File: src/rtl/dunc16_sequencer_if.sv
// -----------------------------------------------------------------------------
// dunc16_sequencer_if
// Groups the control/handshake signals between the instruction sequencer and
// its surroundings (front panel, decoder, memory, datapath).
//
//   master : drives commands, decoded instruction bits and the memory ack;
//            observes the phase strobes, status and instruction count.
//   slave  : the sequencer itself.
//
//   start, step, stop   run control pulses
//   i_sta, i_hlt        decoded store / halt, valid during the execute phase
//   mem_ready           memory acknowledge for a fetch or a write
//   t0, t1              fetch / execute phase strobes
//   execute             one-cycle execute enable to the datapath
//   setwrite, clrwrite  one-cycle pulses that raise / drop the memory write
//   running             high while an instruction is in progress
//   err                 sticky memory-timeout flag
//   instr_cnt           count of completed instructions (wraps)
// -----------------------------------------------------------------------------
interface dunc16_sequencer_if #(
    parameter int CNT_W = 16
);
    logic             start;
    logic             step;
    logic             stop;
    logic             i_sta;
    logic             i_hlt;
    logic             mem_ready;
    logic             t0;
    logic             t1;
    logic             execute;
    logic             setwrite;
    logic             clrwrite;
    logic             running;
    logic             err;
    logic [CNT_W-1:0] instr_cnt;

    modport master (
        output start, step, stop, i_sta, i_hlt, mem_ready,
        input  t0, t1, execute, setwrite, clrwrite, running, err, instr_cnt
    );

    modport slave (
        input  start, step, stop, i_sta, i_hlt, mem_ready,
        output t0, t1, execute, setwrite, clrwrite, running, err, instr_cnt
    );
endinterface

File: src/rtl/dunc16_sequencer.sv
// -----------------------------------------------------------------------------
// dunc16_sequencer
// Instruction sequencer: walks each instruction through fetch, execute and an
// optional memory-write handshake, supports continuous run, single step and a
// halt request honoured at the next instruction boundary, and traps to an
// error state when memory fails to acknowledge within TIMEOUT wait cycles.
//
//   clk    : sole clock, rising edge
//   reset  : synchronous, active-high; overrides every other input
//   bus    : dunc16_sequencer_if.slave (see interface file for signal list)
//
// All outputs are registered Moore outputs decoded from the next state, so
// they are glitch-free and reflect the state the FSM is in this cycle.
// -----------------------------------------------------------------------------
module dunc16_sequencer #(
    parameter int CNT_W   = 16,
    parameter int TIMEOUT = 15
) (
    input logic               clk,
    input logic               reset,
    dunc16_sequencer_if.slave bus
);
    localparam int WAIT_W = $clog2(TIMEOUT + 1);

    typedef enum logic [2:0] {
        HALTED,
        FETCH,
        EXEC,
        WSET,
        WWAIT,
        WCLR,
        ERROR
    } state_t;

    state_t             state, state_nxt;
    logic               mode_step, mode_step_nxt;      // 1: halt after this instruction
    logic               stop_pending, stop_pending_nxt;
    logic [WAIT_W-1:0]  wait_cnt, wait_cnt_nxt;
    logic [CNT_W-1:0]   instr_cnt, instr_cnt_nxt;
    logic               boundary;
    logic               running_now;
    logic               last_wait;

    logic t0_q, t1_q, setwrite_q, clrwrite_q, running_q, err_q;

    assign running_now = (state != HALTED) && (state != ERROR);
    // The current cycle is the last permitted wait cycle.
    assign last_wait   = (wait_cnt == WAIT_W'(TIMEOUT - 1));

    always_comb begin
        // NOTE: every variable gets a default before the case so no path can
        // leave it unassigned and infer a latch.
        state_nxt        = state;
        mode_step_nxt    = mode_step;
        stop_pending_nxt = stop_pending;
        wait_cnt_nxt     = '0;
        instr_cnt_nxt    = instr_cnt;
        boundary         = 1'b0;

        if (running_now && bus.stop) begin
            stop_pending_nxt = 1'b1;
        end

        case (state)
            HALTED: begin
                // STOP in the same cycle as a launch keeps the machine parked.
                if (!bus.stop) begin
                    if (bus.start) begin
                        state_nxt     = FETCH;
                        mode_step_nxt = 1'b0;
                    end else if (bus.step) begin
                        state_nxt     = FETCH;
                        mode_step_nxt = 1'b1;
                    end
                end
            end
            FETCH, WWAIT: begin
                // Ready is checked before the limit, so an ack on the last
                // permitted wait cycle still succeeds.
                if (bus.mem_ready) begin
                    state_nxt = (state == FETCH) ? EXEC : WCLR;
                end else if (last_wait) begin
                    state_nxt = ERROR;
                end else begin
                    wait_cnt_nxt = wait_cnt + 1'b1;
                end
            end
            EXEC: begin
                if (bus.i_hlt) begin
                    state_nxt        = HALTED;
                    instr_cnt_nxt    = instr_cnt + 1'b1;
                    stop_pending_nxt = 1'b0;
                end else if (bus.i_sta) begin
                    state_nxt = WSET;
                end else begin
                    boundary = 1'b1;
                end
            end
            WSET:  state_nxt = WWAIT;
            WCLR:  boundary  = 1'b1;
            ERROR: begin
                if (bus.start) begin
                    state_nxt     = FETCH;
                    mode_step_nxt = 1'b0;
                end else if (bus.step) begin
                    state_nxt     = FETCH;
                    mode_step_nxt = 1'b1;
                end
            end
            default: state_nxt = HALTED;
        endcase

        // Instruction boundary: a STOP arriving in this very cycle also counts.
        if (boundary) begin
            instr_cnt_nxt = instr_cnt + 1'b1;
            if (mode_step || stop_pending || bus.stop) begin
                state_nxt        = HALTED;
                stop_pending_nxt = 1'b0;
            end else begin
                state_nxt = FETCH;
            end
        end
    end

    // NOTE: sequential state uses non-blocking assignments so every register
    // samples pre-edge values regardless of statement order.
    always_ff @(posedge clk) begin
        if (reset) begin
            state        <= HALTED;
            mode_step    <= 1'b0;
            stop_pending <= 1'b0;
            wait_cnt     <= '0;
            instr_cnt    <= '0;
            t0_q         <= 1'b0;
            t1_q         <= 1'b0;
            setwrite_q   <= 1'b0;
            clrwrite_q   <= 1'b0;
            running_q    <= 1'b0;
            err_q        <= 1'b0;
        end else begin
            state        <= state_nxt;
            mode_step    <= mode_step_nxt;
            stop_pending <= stop_pending_nxt;
            wait_cnt     <= wait_cnt_nxt;
            instr_cnt    <= instr_cnt_nxt;
            t0_q         <= (state_nxt == FETCH);
            t1_q         <= (state_nxt == EXEC);
            setwrite_q   <= (state_nxt == WSET);
            clrwrite_q   <= (state_nxt == WCLR);
            running_q    <= (state_nxt != HALTED) && (state_nxt != ERROR);
            err_q        <= (state_nxt == ERROR);
        end
    end

    assign bus.t0        = t0_q;
    assign bus.t1        = t1_q;
    assign bus.execute   = t1_q;
    assign bus.setwrite  = setwrite_q;
    assign bus.clrwrite  = clrwrite_q;
    assign bus.running   = running_q;
    assign bus.err       = err_q;
    assign bus.instr_cnt = instr_cnt;
endmodule

File: src/flat_wrapper.sv
// flat-port wrapper written by rule: the top's interface ports become plain ports
module dunc16_sequencer_flat 
#(
    parameter int CNT_W   = 16,
    parameter int TIMEOUT = 15
)
  (clk, reset, bus_start, bus_step, bus_stop, bus_i_sta, bus_i_hlt, bus_mem_ready, bus_t0, bus_t1, bus_execute, bus_setwrite, bus_clrwrite, bus_running, bus_err, bus_instr_cnt);
  dunc16_sequencer_if #(.CNT_W(CNT_W)) bus_i ();
  input logic clk;
  input logic reset;
  input wire logic [$bits(bus_i.start)-1:0] bus_start;
  input wire logic [$bits(bus_i.step)-1:0] bus_step;
  input wire logic [$bits(bus_i.stop)-1:0] bus_stop;
  input wire logic [$bits(bus_i.i_sta)-1:0] bus_i_sta;
  input wire logic [$bits(bus_i.i_hlt)-1:0] bus_i_hlt;
  input wire logic [$bits(bus_i.mem_ready)-1:0] bus_mem_ready;
  output wire logic [$bits(bus_i.t0)-1:0] bus_t0;
  output wire logic [$bits(bus_i.t1)-1:0] bus_t1;
  output wire logic [$bits(bus_i.execute)-1:0] bus_execute;
  output wire logic [$bits(bus_i.setwrite)-1:0] bus_setwrite;
  output wire logic [$bits(bus_i.clrwrite)-1:0] bus_clrwrite;
  output wire logic [$bits(bus_i.running)-1:0] bus_running;
  output wire logic [$bits(bus_i.err)-1:0] bus_err;
  output wire logic [$bits(bus_i.instr_cnt)-1:0] bus_instr_cnt;
  assign bus_i.start = bus_start;
  assign bus_i.step = bus_step;
  assign bus_i.stop = bus_stop;
  assign bus_i.i_sta = bus_i_sta;
  assign bus_i.i_hlt = bus_i_hlt;
  assign bus_i.mem_ready = bus_mem_ready;
  assign bus_t0 = bus_i.t0;
  assign bus_t1 = bus_i.t1;
  assign bus_execute = bus_i.execute;
  assign bus_setwrite = bus_i.setwrite;
  assign bus_clrwrite = bus_i.clrwrite;
  assign bus_running = bus_i.running;
  assign bus_err = bus_i.err;
  assign bus_instr_cnt = bus_i.instr_cnt;
  dunc16_sequencer #(.CNT_W(CNT_W), .TIMEOUT(TIMEOUT)) u_core (.clk(clk), .reset(reset), .bus(bus_i));
endmodule
File: config.mk
export PLATFORM = sky130hd
export DESIGN_NAME = dunc16_sequencer_flat
export DESIGN_NICKNAME = d
export VERILOG_FILES = /design/src/rtl/dunc16_sequencer_if.sv /design/src/rtl/dunc16_sequencer.sv /design/src/flat_wrapper.sv
export SDC_FILE = /design/constraint.sdc
export NUM_CORES = 1
export LEC_CHECK = 0
export CORE_UTILIZATION = 53
export DETAILED_ROUTE_END_ITERATION = 12
export HOLD_SLACK_MARGIN = 0.1
export PLACE_DENSITY = 0.83
export SETUP_SLACK_MARGIN = 0.1
export SKIP_LAST_GASP = 1
export SYNTH_ARGS = -nofsm -noshare
export SYNTH_HDL_FRONTEND = slang
export SYNTH_SLANG_ARGS = --single-unit
export TNS_END_PERCENT = 30
File: constraint.sdc
create_clock -name clk -period 4.8 [get_ports clk]
set_clock_uncertainty 0.1 [all_clocks]
set_input_delay 1.44 -clock clk [delete_from_list [all_inputs] [get_ports clk]]
set_output_delay 1.44 -clock clk [all_outputs]
set_load 0.005 [all_outputs]
=== Word-level counts from Yosys, hierarchy flattened ===
Cells that the tools add are included.

* Register bits: 31
* Output and inout port bits: 23
* Logic and storage cells: 70

* $add $sub $neg: 2
* Equal/unequal tests: 15
* Mux-type cells: 26
* Bitwise operators: 1
* Reduce and logical (&&, ||, !) cells: 15

{| class="wikitable"
|+ Operators with widths
! kind !! number
|-
| 16-bit two-way mux || 3
|-
| 3-bit two-way mux || 9
|-
| 3-bit one-hot mux with 6 select lines || 1
|-
| 16-bit by 1-bit adder with 16-bit output (second input constant) || 1
|-
| 3-bit equality test (second input constant) || 5
|-
| 3-bit by 2-bit equality test with 1-bit output (second input constant) || 4
|-
| 1-bit two-way mux || 11
|-
| 3-bit by 1-bit equality test with 1-bit output (second input constant) || 2
|-
| 3-bit != test (second input constant) || 2
|-
| 2-bit nonzero test || 3
|-
| 3-bit nonzero test || 2
|-
| 4-bit by 1-bit adder with 4-bit output (second input constant) || 1
|-
| 4-bit equality test (second input constant) || 1
|-
| 1-bit one-hot mux with 2 select lines || 2
|-
| 2-bit AND reduction || 2
|-
| 4-bit OR reduction || 1
|-
| 1-bit logical AND || 3
|-
| 3-bit logical NOT || 1
|-
| 1-bit logical OR || 2
|-
| 2-bit != test (second input constant) || 1
|-
| 2-bit OR reduction || 1
|-
| 1-bit inverter || 1
|}

=== Longest topological paths before layout ===
* Depth in word-level cells: 8
* Depth in mapped cells: 7
* Depth with buffers taken out: 7

=== Least setup slack after synthesis ===
Ideal clock, no wire load.

* Path type: input -> register
* Start point: input port bus_i_sta
* End point: register u_core.instr_cnt[10], in the netlist u_core.bus.instr_cnt[10]
* Setup time: 0.128 ns
* Arrival time: 2.500 ns
* Required time: 4.572 ns
* Slack: 2.073 ns
* Stages: 5
* Path buffers: 0
* Cells stage by stage: nor2b_1 > o31a_1 > or4_1 > xor2_1 > nor2_1

* Word-level cells in the longest chain between the ends: 5
* Elaborated cells on any way between the ends: 7
* Classes of those cells: mux (4); reduce/logical (3)

{| class="wikitable"
|+ RTL lines
! what !! RTL line !! RTL
|-
| start, declared || flat_wrapper.sv:14 || <nowiki>input wire logic [$bits(bus_i.i_sta)-1:0] bus_i_sta;</nowiki>
|-
| 1-bit two-way mux (*) || dunc16_sequencer.sv:93 || <nowiki>end else if (bus.i_sta) begin</nowiki>
|-
| 1-bit two-way mux (*) || dunc16_sequencer.sv:89 || <nowiki>if (bus.i_hlt) begin</nowiki>
|-
| 1-bit one-hot mux with 2 select lines (*) || dunc16_sequencer.sv:64 || <nowiki>case (state)</nowiki>
|-
| 2-bit nonzero test (no line) || -- ||
|-
| 2-bit AND reduction (no line) || -- ||
|-
| end signal, assigned || dunc16_sequencer.sv:145 || <nowiki>instr_cnt <= instr_cnt_nxt;</nowiki>
|-
| end, declared || dunc16_sequencer.sv:39 || <nowiki>logic [CNT_W-1:0] instr_cnt, instr_cnt_nxt;</nowiki>
|}

Every way passes the cells marked *; elsewhere a longest branch is shown, timed or not.
A chain may end at the register's enable or synchronous reset.

=== Final worst setup path ===
Same ends and word-level chain as after synthesis.

==> flow_summary.json <==
{
  "synthFlopType": "dfxtp_1",
  "async_flop_share_pct": 0,
  "setup_violations": 0,
  "multiInputGateArea_um2": 782,
  "ctsHtreeMaxLevel": 2,
  "end_kind": "flip-flop",
  "synth_area_leaders": "dfxtp_1, xnor2_1, nor2_1",
  "hold_path_startpoint": "u_core.stop_pending",
  "fmax_mhz": 318,
  "drtPass1Iterations": 4,
  "die-area_um2": 2970,
  "post-cts-setup-buffers": 0,
  "power-per-cell-area_nw_per_um2": 264,
  "setup_slack_ps": 1660,
  "wire_per_inst_um": 13.4,
  "arrival_ps": 3230,
  "core_area_um2": 2540,
  "grt_usage_pct": 24.6,
  "holdBufCountCts": 0,
  "clk_pin_slew_ps": 90,
  "regArea_um2": 621,
  "overflow": 0,
  "cts.sinks": 31,
  "yosysTopAreaCellShare_pct": 42.5,
  "slew_viol_final": 0,
  "vias": 1292,
  "start_kind": "input port",
  "drt-initial-drc-count": 19,
  "required_ps": 4880,
  "cts_buffer_depth": 2,
  "synth-seq-area-share_pct": 42.5,
  "ff2ff_setup_slack_ps": 2630,
  "status": "finished clean",
  "grt_max_degree": 24,
  "fin_crit_sh_pct": 65.5,
  "totalWireLength_um": 3040,
  "final_area_um2": 1840,
  "layout-drive-gt1-share_pct": 7.14,
  "p_leak_nw": 0.596,
  "clock_latency_ps": 330,
  "cts_tree": "yes",
  "avgSynthCellArea_um2": 8.86,
  "synth_edf_count": 0,
  "path_class": "in -> reg",
  "insertedDiodeCount": 0,
  "vdd_drop_max_mv": 0.223,
  "syn_area_um2": 1460,
  "rsz0062_at_grt": "no",
  "synthCells": 165,
  "top_level_ports": 31,
  "start_util_pct": 57.4,
  "num-fill-cells": 207,
  "min_to": "u_core.stop_pending",
  "vias_per_cell": 5.72,
  "cts_buffers": 5,
  "nNetsFinal": 206,
  "areaGrowthSynthToFinish_pct": 25.6,
  "hold_depth": 2,
  "yosysTopAreaCell": "dfxtp_1",
  "worst_pin_slew_ps": 833,
  "syn-num-nets": 176,
  "die_y_um": 54.5,
  "dp_slack_ps": 1330,
  "dieWidth_um": 54.5,
  "ys_ff_latch": 31,
  "synth_cell_types": 42,
  "grt_pass1_vias": 1157,
  "relSlewSlack_pct": 44.3,
  "hold_violations": 0,
  "r2r-start": "u_core.state[0]",
  "tns_ps": 0,
  "dpl_cell_area_um2": 1770,
  "portBuffers": 30,
  "rr_endpoint": "u_core.bus.instr_cnt[10]",
  "detail-route-antenna-nets": 0,
  "cap_violations": 0,
  "drc": 0,
  "cp_max_fo": 15,
  "final_common_cell": "dfxtp_1",
  "r2r_cells": 5,
  "dp_hpwl_um": 2130,
  "hold_class": "reg -> reg",
  "grt_pass1_wl_um": 5080,
  "gp_congestion": 0.771,
  "mostFrequentLayoutCells": "dfxtp_1, clkdlybuf4s50_1, nor2_1, xnor2_1, nor3_1",
  "post_cts_resized": 0,
  "cts_root_buf": "clkbuf_4",
  "rows": 18,
  "yosysWarnings": 0,
  "finalCriticalPeriod_ps": 3140,
  "antenna_found_initial": 0
}
==> critical path: stages <==
cell and delay [ps]:
clkdlybuf4s50_1 440, nor2b_1 160, o31a_1 430, or4_1 560, xor2_1 150, nor2_1 50
==> registers in the layout, indices dropped and copies added, names as in the netlist <==
name	cells
u_core.bus.setwrite	1
u_core.bus.clrwrite	1
u_core.bus.instr_cnt	16
u_core.wait_cnt	4
u_core.bus.err	1
u_core.bus.t0	1
u_core.bus.running	1
u_core.state	3
u_core.mode_step	1
u_core.bus.execute	1
u_core.stop_pending	1
==> cell type report <==
class                           instances  area share [%]
Clock buffer                            8            3.75
Inverter                                5            1.02
Multi-Input combinational cell        121            42.6
Sequential cell                        31            33.8
Tap cell                               30            2.04
Timing Repair Buffer                   31            16.8
==> logic make-up after synthesis <==
group,count (synthesis),share of synthesized area (%)
and+or+nand+nor,74,28.7
DFF,31,42.5
AOI/OAI and AO/OA,26,11.4
xor gates and xnor gates,17,10.2
buffers and inverters,13,4.02
adders and majority gates,3,2.57
muxes,1,0.685
==> Yosys cell counts (all sizes together) (2+ instances only) <==
master and count:
a211oi 4, a21oi 6, and4 2, buf 5, clkbuf 3, dfxtp 31
ha 3, inv 5, nand2 7, nand2b 2, nand3 7, nand4 5
nor2 22, nor2b 3, nor3 8, nor3b 2, nor4 7, o21ai 6
o31ai 2, or3 2, xnor2 14, xor2 3
==> layer usage <==
layer	wire length [um]	up-vias	track usage (%)	share of wire, %
met1	1400	607	29.8	46
met4	61	0	11.1	2.0
met3	132	7	8.06	4.3
met2	1440	32	39.2	47
met5	0	-	0	0
li1	-	646	-	-
==> through the flow <==
| step | hold slack [ps] | power, mW | utilization (%) | cells |
|---|---|---|---|---|
| finish | 370 | 0.485 | 72.1 | 226 |
| global route | 386 | 0.507 | 72.1 | 226 |
| CTS | 372 | 0.491 | 72.1 | 226 |
| detailed placement | 356 | 0.320 | 69.4 | 218 |
| global placement | 344 | 0.318 | 69.4 | 218 |
| floorplan | 330 | 0.301 | - | 165 |
==> where the power goes <==
group | internal, mW | switching, mW
Clock | 0.0861 | 0.0847
Combinational | 0.0228 | 0.0208
Sequential | 0.263 | 0.00726
Total | 0.372 | 0.113
==> worst max-delay path by stage <==
stage	startpoint	end	slack, ps	cells after the start
after floorplan	bus_i_sta	u_core.bus.instr_cnt[10]	2070	5
after global placement	bus_i_hlt	u_core.bus.instr_cnt[10]	1390	6
after detailed placement	bus_i_sta	u_core.bus.instr_cnt[10]	1330	6
after CTS	bus_i_sta	u_core.bus.instr_cnt[10]	1680	6
after global routing	bus_i_hlt	u_core.bus.instr_cnt[10]	1550	6
final	bus_i_sta	u_core.bus.instr_cnt[10]	1660	6
No activity file was read; power rests on OpenSTA's default activity.
